## src/rtl/sam6883.sv

```systemverilog
// ---------------------------------------------------------------------------
// sam6883 - synchronous address multiplexer for the CoCo2 core (MC6883 style)
//
// One block replaces the fixed E/Q divider, the hard-wired chip-select decode
// and the VDG-internal address generator:
//   * programmable 6809 E/Q clock phases (normal or double rate)
//   * map-type / page aware CPU memory decode and RAM address masking
//   * the $FFC0-$FFDF set/clear control register file
//   * mode dependent video address counter for the dual-port RAM B side
//
// Parameters
//   QUARTER : clk cycles per E/Q quarter phase at normal rate (even, >= 2)
//   VA_W    : width of the RAM address outputs
//
// Ports
//   clk        in   system clock
//   reset      in   synchronous, active-high
//   cpu_addr   in   CPU address
//   cpu_rw     in   1 = read, 0 = write
//   e, q       out  6809 E and Q clocks (registered)
//   e_fall     out  one-clk pulse on the last clk cycle of E high
//   sel        out  device select (0 RAM .. 6 $FF40 I/O, 7 none)
//   cpu_ram_a  out  masked / paged CPU RAM address (combinational)
//   vdg_fs     in   frame-start pulse
//   vdg_hs     in   end-of-line pulse
//   vdg_fetch  in   byte-consumed pulse
//   vid_a      out  video RAM address
//   ctrl       out  control register file contents
// ---------------------------------------------------------------------------
module sam6883 #(
  parameter int QUARTER = 16,
  parameter int VA_W    = 16
) (
  input  logic            clk,
  input  logic            reset,
  input  logic [15:0]     cpu_addr,
  input  logic            cpu_rw,
  output logic            e,
  output logic            q,
  output logic            e_fall,
  output logic [2:0]      sel,
  output logic [VA_W-1:0] cpu_ram_a,
  input  logic            vdg_fs,
  input  logic            vdg_hs,
  input  logic            vdg_fetch,
  output logic [VA_W-1:0] vid_a,
  output logic [15:0]     ctrl
);

  localparam int PH_W = $clog2(4 * QUARTER);

  // Phase thresholds for the normal rate (N_*) and the double rate (F_*).
  localparam logic [PH_W-1:0] N_QT   = PH_W'(QUARTER);
  localparam logic [PH_W-1:0] N_HALF = PH_W'(2 * QUARTER);
  localparam logic [PH_W-1:0] N_3QT  = PH_W'(3 * QUARTER);
  localparam logic [PH_W-1:0] N_EF   = PH_W'(3 * QUARTER - 1);
  localparam logic [PH_W-1:0] N_LAST = PH_W'(4 * QUARTER - 1);
  localparam logic [PH_W-1:0] F_QT   = PH_W'(QUARTER / 2);
  localparam logic [PH_W-1:0] F_HALF = PH_W'(2 * (QUARTER / 2));
  localparam logic [PH_W-1:0] F_3QT  = PH_W'(3 * (QUARTER / 2));
  localparam logic [PH_W-1:0] F_EF   = PH_W'(3 * (QUARTER / 2) - 1);
  localparam logic [PH_W-1:0] F_LAST = PH_W'(4 * (QUARTER / 2) - 1);

  // -------------------------------------------------------------------------
  // Helper functions
  // -------------------------------------------------------------------------

  // RAM size mask selected by M1:0; M >= 2 exposes the full 64K (and P1).
  function automatic logic [VA_W-1:0] mem_mask(input logic [VA_W-1:0] a,
                                               input logic [1:0]      m);
    logic [VA_W-1:0] k;
    case (m)
      2'd0:    k = VA_W'(16'h0FFF);
      2'd1:    k = VA_W'(16'h3FFF);
      default: k = VA_W'(16'hFFFF);
    endcase
    return a & k;
  endfunction

  // Device select from address and map type.
  function automatic logic [2:0] decode_sel(input logic [15:0] a,
                                            input logic        ty);
    logic [2:0] s;
    s = 3'd7;
    if (!a[15]) begin
      s = 3'd0;
    end else if (a[15:4] == 12'hFFF) begin
      // Interrupt vectors always come from the $A000 ROM, even in map type 1.
      s = 3'd2;
    end else if (a[15:8] != 8'hFF) begin
      if (ty)                     s = 3'd0;
      else if (a[14:13] == 2'b00) s = 3'd1;
      else if (a[14:13] == 2'b01) s = 3'd2;
      else                        s = 3'd3;
    end else begin
      case (a[7:5])
        3'b000:  s = 3'd4;
        3'b001:  s = 3'd5;
        3'b010:  s = 3'd6;
        default: s = 3'd7;
      endcase
    end
    return s;
  endfunction

  // Number of times each scan line is displayed, indexed by V2:0.
  function automatic logic [3:0] rep_count(input logic [2:0] v);
    logic [3:0] r;
    case (v)
      3'd0:       r = 4'd12;
      3'd1, 3'd2: r = 4'd3;
      3'd3, 3'd4: r = 4'd2;
      default:    r = 4'd1;
    endcase
    return r;
  endfunction

  // -------------------------------------------------------------------------
  // Control register fields
  // -------------------------------------------------------------------------
  logic [15:0] ctrl_q, ctrl_d;
  logic [2:0]  f_v;
  logic [6:0]  f_f;
  logic        f_p1;
  logic [1:0]  f_r;
  logic [1:0]  f_m;
  logic        f_ty;

  assign f_v  = ctrl_q[2:0];
  assign f_f  = ctrl_q[9:3];
  assign f_p1 = ctrl_q[10];
  assign f_r  = ctrl_q[12:11];
  assign f_m  = ctrl_q[14:13];
  assign f_ty = ctrl_q[15];

  // -------------------------------------------------------------------------
  // Phase counter and E/Q generation
  // -------------------------------------------------------------------------
  logic [PH_W-1:0] ph_q, ph_d;
  logic            fast_q, fast_d;
  logic            e_q, e_d;
  logic            q_q, q_d;
  logic            e_fall_q, e_fall_d;
  logic [PH_W-1:0] th_qt, th_half, th_3qt, th_ef, th_last;

  // The rate in force is latched only at the wrap, so an E cycle is never
  // stretched or shortened part way through.
  always_comb begin
    th_qt   = fast_q ? F_QT   : N_QT;
    th_half = fast_q ? F_HALF : N_HALF;
    th_3qt  = fast_q ? F_3QT  : N_3QT;
    th_ef   = fast_q ? F_EF   : N_EF;
    th_last = fast_q ? F_LAST : N_LAST;
  end

  always_comb begin
    q_d      = (ph_q < th_half);
    e_d      = (ph_q >= th_qt) && (ph_q < th_3qt);
    e_fall_d = (ph_q == th_ef);
    if (ph_q == th_last) begin
      ph_d   = '0;
      fast_d = (f_r != 2'b00);
    end else begin
      ph_d   = ph_q + 1'b1;
      fast_d = fast_q;
    end
  end

  always_ff @(posedge clk) begin
    if (reset) begin
      ph_q     <= '0;
      fast_q   <= 1'b0;
      e_q      <= 1'b0;
      q_q      <= 1'b0;
      e_fall_q <= 1'b0;
    end else begin
      ph_q     <= ph_d;
      fast_q   <= fast_d;
      e_q      <= e_d;
      q_q      <= q_d;
      e_fall_q <= e_fall_d;
    end
  end

  assign e      = e_q;
  assign q      = q_q;
  assign e_fall = e_fall_q;

  // -------------------------------------------------------------------------
  // Control register file: $FFC0-$FFDF, even address clears, odd sets.
  // The write lands at the end of the E-high window, when the 6809 has the
  // address and R/W stable.
  // -------------------------------------------------------------------------
  logic ctrl_hit;
  assign ctrl_hit = (cpu_addr[15:5] == 11'h7FE);

  always_comb begin
    ctrl_d = ctrl_q;
    if (e_fall_q && !cpu_rw && ctrl_hit) begin
      ctrl_d[cpu_addr[4:1]] = cpu_addr[0];
    end
  end

  always_ff @(posedge clk) begin
    if (reset) ctrl_q <= '0;
    else       ctrl_q <= ctrl_d;
  end

  assign ctrl = ctrl_q;

  // -------------------------------------------------------------------------
  // CPU decode (combinational)
  // -------------------------------------------------------------------------
  logic [15:0] cpu_raw;

  always_comb begin
    sel       = decode_sel(cpu_addr, f_ty);
    cpu_raw   = f_ty ? cpu_addr : {f_p1, cpu_addr[14:0]};
    cpu_ram_a = mem_mask(VA_W'(cpu_raw), f_m);
  end

  // -------------------------------------------------------------------------
  // Video address counter
  // -------------------------------------------------------------------------
  logic [VA_W-1:0] vid_a_q, vid_a_d;
  logic [VA_W-1:0] ls_q, ls_d;
  logic [3:0]      rep_q, rep_d;
  logic [VA_W-1:0] vid_base;
  logic [VA_W-1:0] line_bytes;
  logic [VA_W-1:0] next_line;
  logic [3:0]      rep_last;

  // V/F are sampled only when the event that uses them arrives, so a mode
  // change mid-frame takes effect at the next hs (geometry) or fs (base).
  always_comb begin
    vid_base   = mem_mask(VA_W'({f_f, 9'b0}), f_m);
    line_bytes = (f_v == 3'd1 || f_v == 3'd3 || f_v == 3'd5) ?
                 VA_W'(16) : VA_W'(32);
    rep_last   = rep_count(f_v) - 4'd1;
    next_line  = mem_mask(ls_q + line_bytes, f_m);
  end

  // fs > hs > fetch; a lower-priority pulse in the same cycle is dropped.
  always_comb begin
    vid_a_d = vid_a_q;
    ls_d    = ls_q;
    rep_d   = rep_q;
    if (vdg_fs) begin
      vid_a_d = vid_base;
      ls_d    = vid_base;
      rep_d   = '0;
    end else if (vdg_hs) begin
      if (rep_q == rep_last) begin
        rep_d   = '0;
        ls_d    = next_line;
        vid_a_d = next_line;
      end else begin
        rep_d   = rep_q + 4'd1;
        vid_a_d = ls_q;
      end
    end else if (vdg_fetch) begin
      vid_a_d = mem_mask(vid_a_q + VA_W'(1), f_m);
    end
  end

  always_ff @(posedge clk) begin
    if (reset) begin
      vid_a_q <= '0;
      ls_q    <= '0;
      rep_q   <= '0;
    end else begin
      vid_a_q <= vid_a_d;
      ls_q    <= ls_d;
      rep_q   <= rep_d;
    end
  end

  assign vid_a = vid_a_q;

endmodule

```

## config.mk

```make
export PLATFORM = sky130hd
export DESIGN_NAME = sam6883
export DESIGN_NICKNAME = d
export VERILOG_FILES = /design/src/rtl/sam6883.sv
export SDC_FILE = /design/constraint.sdc
export NUM_CORES = 1
export LEC_CHECK = 0
export BUFFER_PORTS_ARGS = -buffer_cell sky130_fd_sc_hd__clkbuf_2
export CAP_MARGIN = 40
export CORE_ASPECT_RATIO = 0.6
export CORE_MARGIN = 2
export CORE_UTILIZATION = 28
export CTS_CLUSTER_DIAMETER = 50
export CTS_CLUSTER_SIZE = 25
export DETAILED_ROUTE_END_ITERATION = 7
export SLEW_MARGIN = 20
export SYNTH_ARGS = -nofsm -noshare
export SYNTH_HDL_FRONTEND = slang
export SYNTH_SLANG_ARGS = --single-unit
```

## constraint.sdc

```tcl
create_clock -name clk -period 3.5 [get_ports clk]
set_input_delay 0.525 -clock clk [delete_from_list [all_inputs] [get_ports clk]]
set_output_delay 0.525 -clock clk [all_outputs]
set_load 0.05 [all_outputs]
```

## After elaboration in Yosys (flattened, before gate mapping)

Index checks and enable logic that the tools add are counted.
Widths: inputs -> output; s select.

- Output and inout bits: 54
- Flip-flop bits (word level): 62
- Word-level logic and storage cells: 85
- Bits of input ports: 22

- Eq/ne operators: 15
- Bitwise logic cells: 4
- Mux-type cells: 29
- $lt $le $gt $ge: 5
- Add/sub/neg operators: 5
- Reduce and logical (&&, ||, !) cells: 18

Operators with widths:

| kind | count |
|---|---|
| $mux 16 | 10 |
| $and 16x16->16 | 4 |
| $pmux 16 s2 | 1 |
| $mux 6 | 5 |
| $add 16x1->16 const B | 1 |
| $add 16x6->16 | 1 |
| $bwmux 16 | 1 |
| $eq 12x12->1 const B | 1 |
| $eq 6x6->1 | 2 |
| $lt 6x6->1 | 2 |
| $pmux 4 s3 | 1 |
| $eq 11x11->1 const B | 1 |
| $eq 3x2->1 const B | 3 |
| $mux 3 | 3 |
| $ne 8x8->1 const B | 1 |
| $reduce_or 2->1 | 4 |
| $add 6x1->6 const B | 1 |
| $eq 3x1->1 const B | 2 |
| $eq 3x3->1 const B | 2 |
| $ge 6x5->1 | 1 |
| $logic_not 3->1 | 2 |
| $pmux 2 s3 | 1 |
| $lt 4x5->1 const B | 1 |
| $mux 5 | 1 |
| other kinds (15) | 24 |

## Logic depth before layout (Yosys ltp)

- Depth in word-level cells: 9
- Depth in mapped cells: 10
- Gate-level depth less buffers: 9

## Worst setup path after synthesis

No wires, ideal clock.

- Kind: reg-to-reg
- From: reg ctrl_q[2], in the netlist ctrl[2]
- To: reg vid_a_q[13], in the netlist vid_a[13]
- Stages on the path, launching flop included: 11
- Buffers on the path: 2
- Data required time: 3371 ps
- Path slack: 449 ps
- Library setup time: 129 ps
- Clock period less this slack: 3051 ps
- Arrival: 2922 ps
- Cells stage by stage: dfxtp_1 > and3b_1 > or2_2 > ha_1 > xor2_1 > or3_1 > a221o_1 > buf_6 > buf_2 > o41ai_1 > a21oi_1

- Word-level cells in the longest chain between the ends: 9
- Elaborated cells between the ends (all ways): 19
- Classes of those cells: 2 x add/sub; 6 x eq/ne; 5 x mux; 1 x bitwise; 5 x reduce/logical

Ends and longest elaborated chain:

| what | line | source |
|---|---|---|
| start: declaration | 121 | `logic [15:0] ctrl_q, ctrl_d;` |
| start signal: assignment | 206 | `else ctrl_q <= ctrl_d;` |
| $eq 3x1->1 / $eq 3x2->1 (equally long branches) | 109, 237 |  |
| $logic_or 1x1->1 (2 in a row) | 237 | `line_bytes = (f_v == 3'd1 \|\| f_v == 3'd3 \|\| f_v == 3'd5) ?` |
| $mux 6 | 237 |  |
| $add 16x6->16 | 240 | `next_line = mem_mask(ls_q + line_bytes, f_m);` |
| $and 16x16->16 | 77 | `return a & k;` |
| $mux 16 (*) | -- |  |
| $mux 16 (*) | 252 | `end else if (vdg_hs) begin` |
| $mux 16 (*) | 248 | `if (vdg_fs) begin` |
| end signal: assignment | 272 | `vid_a_q <= vid_a_d;` |
| end: declaration | 225 | `logic [VA_W-1:0] vid_a_q, vid_a_d;` |

Every way passes the cells marked *; elsewhere a longest branch is shown, timed or not.
A chain may end at the register's enable or synchronous reset.

## Worst setup path in the final report

- From: reg ctrl_q[2], in the netlist ctrl[2]
- To: reg ls_q[13]

- Word-level cells in the longest chain between the ends: 9
- Elaborated cells between the ends (all ways): 19
- Classes of those cells: 2 x add/sub; 6 x eq/ne; 5 x mux; 1 x bitwise; 5 x reduce/logical

Ends and longest elaborated chain:

| what | line | source |
|---|---|---|
| $eq 3x1->1 / $eq 3x2->1 (equally long branches) | 109, 237 |  |
| $logic_or 1x1->1 (2 in a row) | 237 |  |
| $mux 6 | 237 |  |
| $add 16x6->16 | 240 |  |
| $and 16x16->16 | 77 |  |
| $mux 16 (*) | 253 | `if (rep_q == rep_last) begin` |
| $mux 16 (*) | 252 |  |
| $mux 16 (*) | 248 |  |
| end signal: assignment | 273 | `ls_q <= ls_d;` |
| end: declaration | 226 | `logic [VA_W-1:0] ls_q, ls_d;` |

Every way passes the cells marked *; elsewhere a longest branch is shown, timed or not. The select of a mux whose other input is x is not followed.

==> summary.txt <==
Initial core utilization: 28.96%
GPL Wtd Cong: 0.9338
CTS root buffer: clkbuf_16
Clock latency at the later pin of the worst-skew pair: 330 ps
Final min period: 2933 ps
Worst-path fanout max: 6
Non-filler cells in the finished layout: 670
Mapped Nets: 480
Hold_ws: 472.7 ps
Post-DRT Antenna Nets: 0
Critical Path, Cell by Cell: and3b_1 > or2_2 > ha_1 > xnor2_1 > or4b_2 > a221oi_1 > mux2i_1 > a211oi_1
Critical-path top delay cell: or4b_2
GRT Total Usage: 16.16%
Synth Warn #: 0
Most common cell in the synthesized netlist: dfxtp_1
Hold Path Depth: 1
Mean Syn Cell Area: 7.865 um2
Post-synth cell types: 53
Post-CTS Hold Buffers: 0
Yosys top cell area share: 33.02%
DP Wirelength: 8136 um
Area grow syn2layout: 20.36%
Largest net degree at the start of global routing: 23
Synthesized instance count: 447
Hold violation total from the final report: 0
Classification of the worst setup path: reg2reg
Post-Syn Area: 3516 um2
Setup-failing EPs final: 0
Rows: 31
Cts repair resizes: 0
Htree depth: 3
Synthesis-stage register bit count: 58
Die X: 148.7 um
Critical Path RT: 3690 ps
Layout cell share with drive strength beyond 1: 21.98%
Post-CTS Repair Setup Buffers: 0
Worst VDD drop: 0.2097 mV
Tot Pwr: 1.670 mW
Grt ovf: 0
Initial antenna violation count: 0
Maximum clock frequency: 340.9 MHz
Slowest stage delay, CP: 690 ps
Vias in the first global route: 3169
Nets@finish: 533
Dpl ws: 615.7 ps
DRT Pass-1 Iters: 4
Asr flop ratio synth: 0%
CTS tree: done
Inserted Diodes: 0
Post-synth EDFFs: 0
Register area share after synthesis: 33.02%
Routed length per instance: 16.28 um
Top cells by area, synth: dfxtp_1, nand3_1, nor2_1
Port Buffers: 75
Max-cap violation count: 0
WP data arrival: 3130 ps
Unrepaired setup endpoints after global routing: no
Final worst setup slack: 566.9 ps
IO Pins: 76
Hold Crit Class: reg2reg
DR vias/cell: 5.393
Global-route wire length before repair: 17110 um
Status: complete, no violations
Startpoint Class: register
Placed Area: 3948 um2
R2r worst-path depth: 8
Drt drc: 0
Setup Skew: 5.157 ps
Setup_tns: 0 ps
Die Ht: 90.80 um
Commonest cells post-synth: dfxtp_1, nor2_1, nand2_1
Leakage: 1.606 nW
Die area: 13500 um2
Detailed-route via count: 3613
Worst rel slew slack: 54.02%
Final instance area: 4232 um2
P per Cell Area: 394.6 nW/um2
Top FF cell, synth: dfxtp_1
DP Cell Count: 654
Total Wirelength: 10910 um
Number of buffers created by CTS: 9
Clock net sink count: 58
DR iter-0 viols: 274
CTS clock-pin slew for the worst setup and hold paths: 50 ps
Crit. End Element: register
Core footprint: 12140 um2
Clk buf depth: 2
Yosys top cell by area: dfxtp_1
Worst-Margin Slew: 683.4 ps
Period utilization: 83.80%
Final core utilization: 34.86%
Pins over their slew limit: 0
[per-layer routing]
metal / vias to the layer above / wire (um) / global-route usage, %
li1: 1762 / - / -
met1: 1679 / 5711 / 25.96
met2: 162 / 4026 / 19.44
met3: 10 / 1055 / 5.505
met4: 0 / 116 / 4.048
met5: - / 0 / 0
[sequential cells by signal (all words and copies together) (netlist names)]
name	cells
vid_a	16
q	1
ls_q	12
ph_q	6
fast_q	1
e	1
e_fall	1
rep_q	4
ctrl	16
[final timing paths]
| check | start | end | slack [ps] |
|---|---|---|---|
| worst min-delay path | ph_q[0] | ph_q[0] | 470 |
| worst min register to register | ph_q[0] | ph_q[0] | 470 |
| worst max-delay path | ctrl[2] | ls_q[13] | 570 |
| worst max register to register | ctrl[2] | ls_q[13] | 570 |
[cell families (layout without fill, tap and decap cells)]
group	after synthesis	count (layout)	synth area share, %
AOI/OAI and AO/OA	102	102	19.15
xor gates and xnor gates	15	15	3.736
adders and majority gates	11	11	4.128
buffers and inverters	51	109	7.011
DFF	58	58	33.02
muxes	10	10	2.847
and+or+nand+nor	200	200	30.11
[power breakdown]
group / leakage (nW) / internal [mW] / switching (mW)
clock network: 0.143 / 0.534 / 0.298
logic: 0.994 / 0.0399 / 0.116
registers: 0.469 / 0.670 / 0.0116
total: 1.61 / 1.24 / 0.425
[layout make-up]
cell class | instances | area (um2)
fill | 1278 | 7909
multi-input combinational | 338 | 2115
sequential | 58 | 1161
timing repair buffer | 81 | 420.4
clock buffer | 14 | 274.0
tap | 165 | 206.4
inverter | 12 | 45.04
clock inverter | 2 | 10.01
[placed cells by master, fill, tap and decap left out, drive strengths merged, types with 9 or more instances in the layout]
cell type / synthesis / final
clkbuf: 22 / 89
dfxtp: 58 / 58
nor2: 42 / 42
nand2: 35 / 35
nand3: 33 / 33
o21ai: 28 / 28
a21oi: 20 / 20
nand4: 14 / 14
inv: 12 / 12
or3: 10 / 10
xor2: 10 / 10
a31oi: 10 / 10
mux2i: 10 / 10
ha: 10 / 10
nor4: 10 / 10
nor3: 9 / 9
[worst max-delay path: cells and delay by family (launching register included)]
family,cells,cell delay (ps)
AOI/OAI and AO/OA,2,450
xor gates and xnor gates,1,160
adders and majority gates,1,310
DFF,1,420
muxes,1,280
and+or+nand+nor,3,1190
No activity file was read; power rests on OpenSTA's default activity.
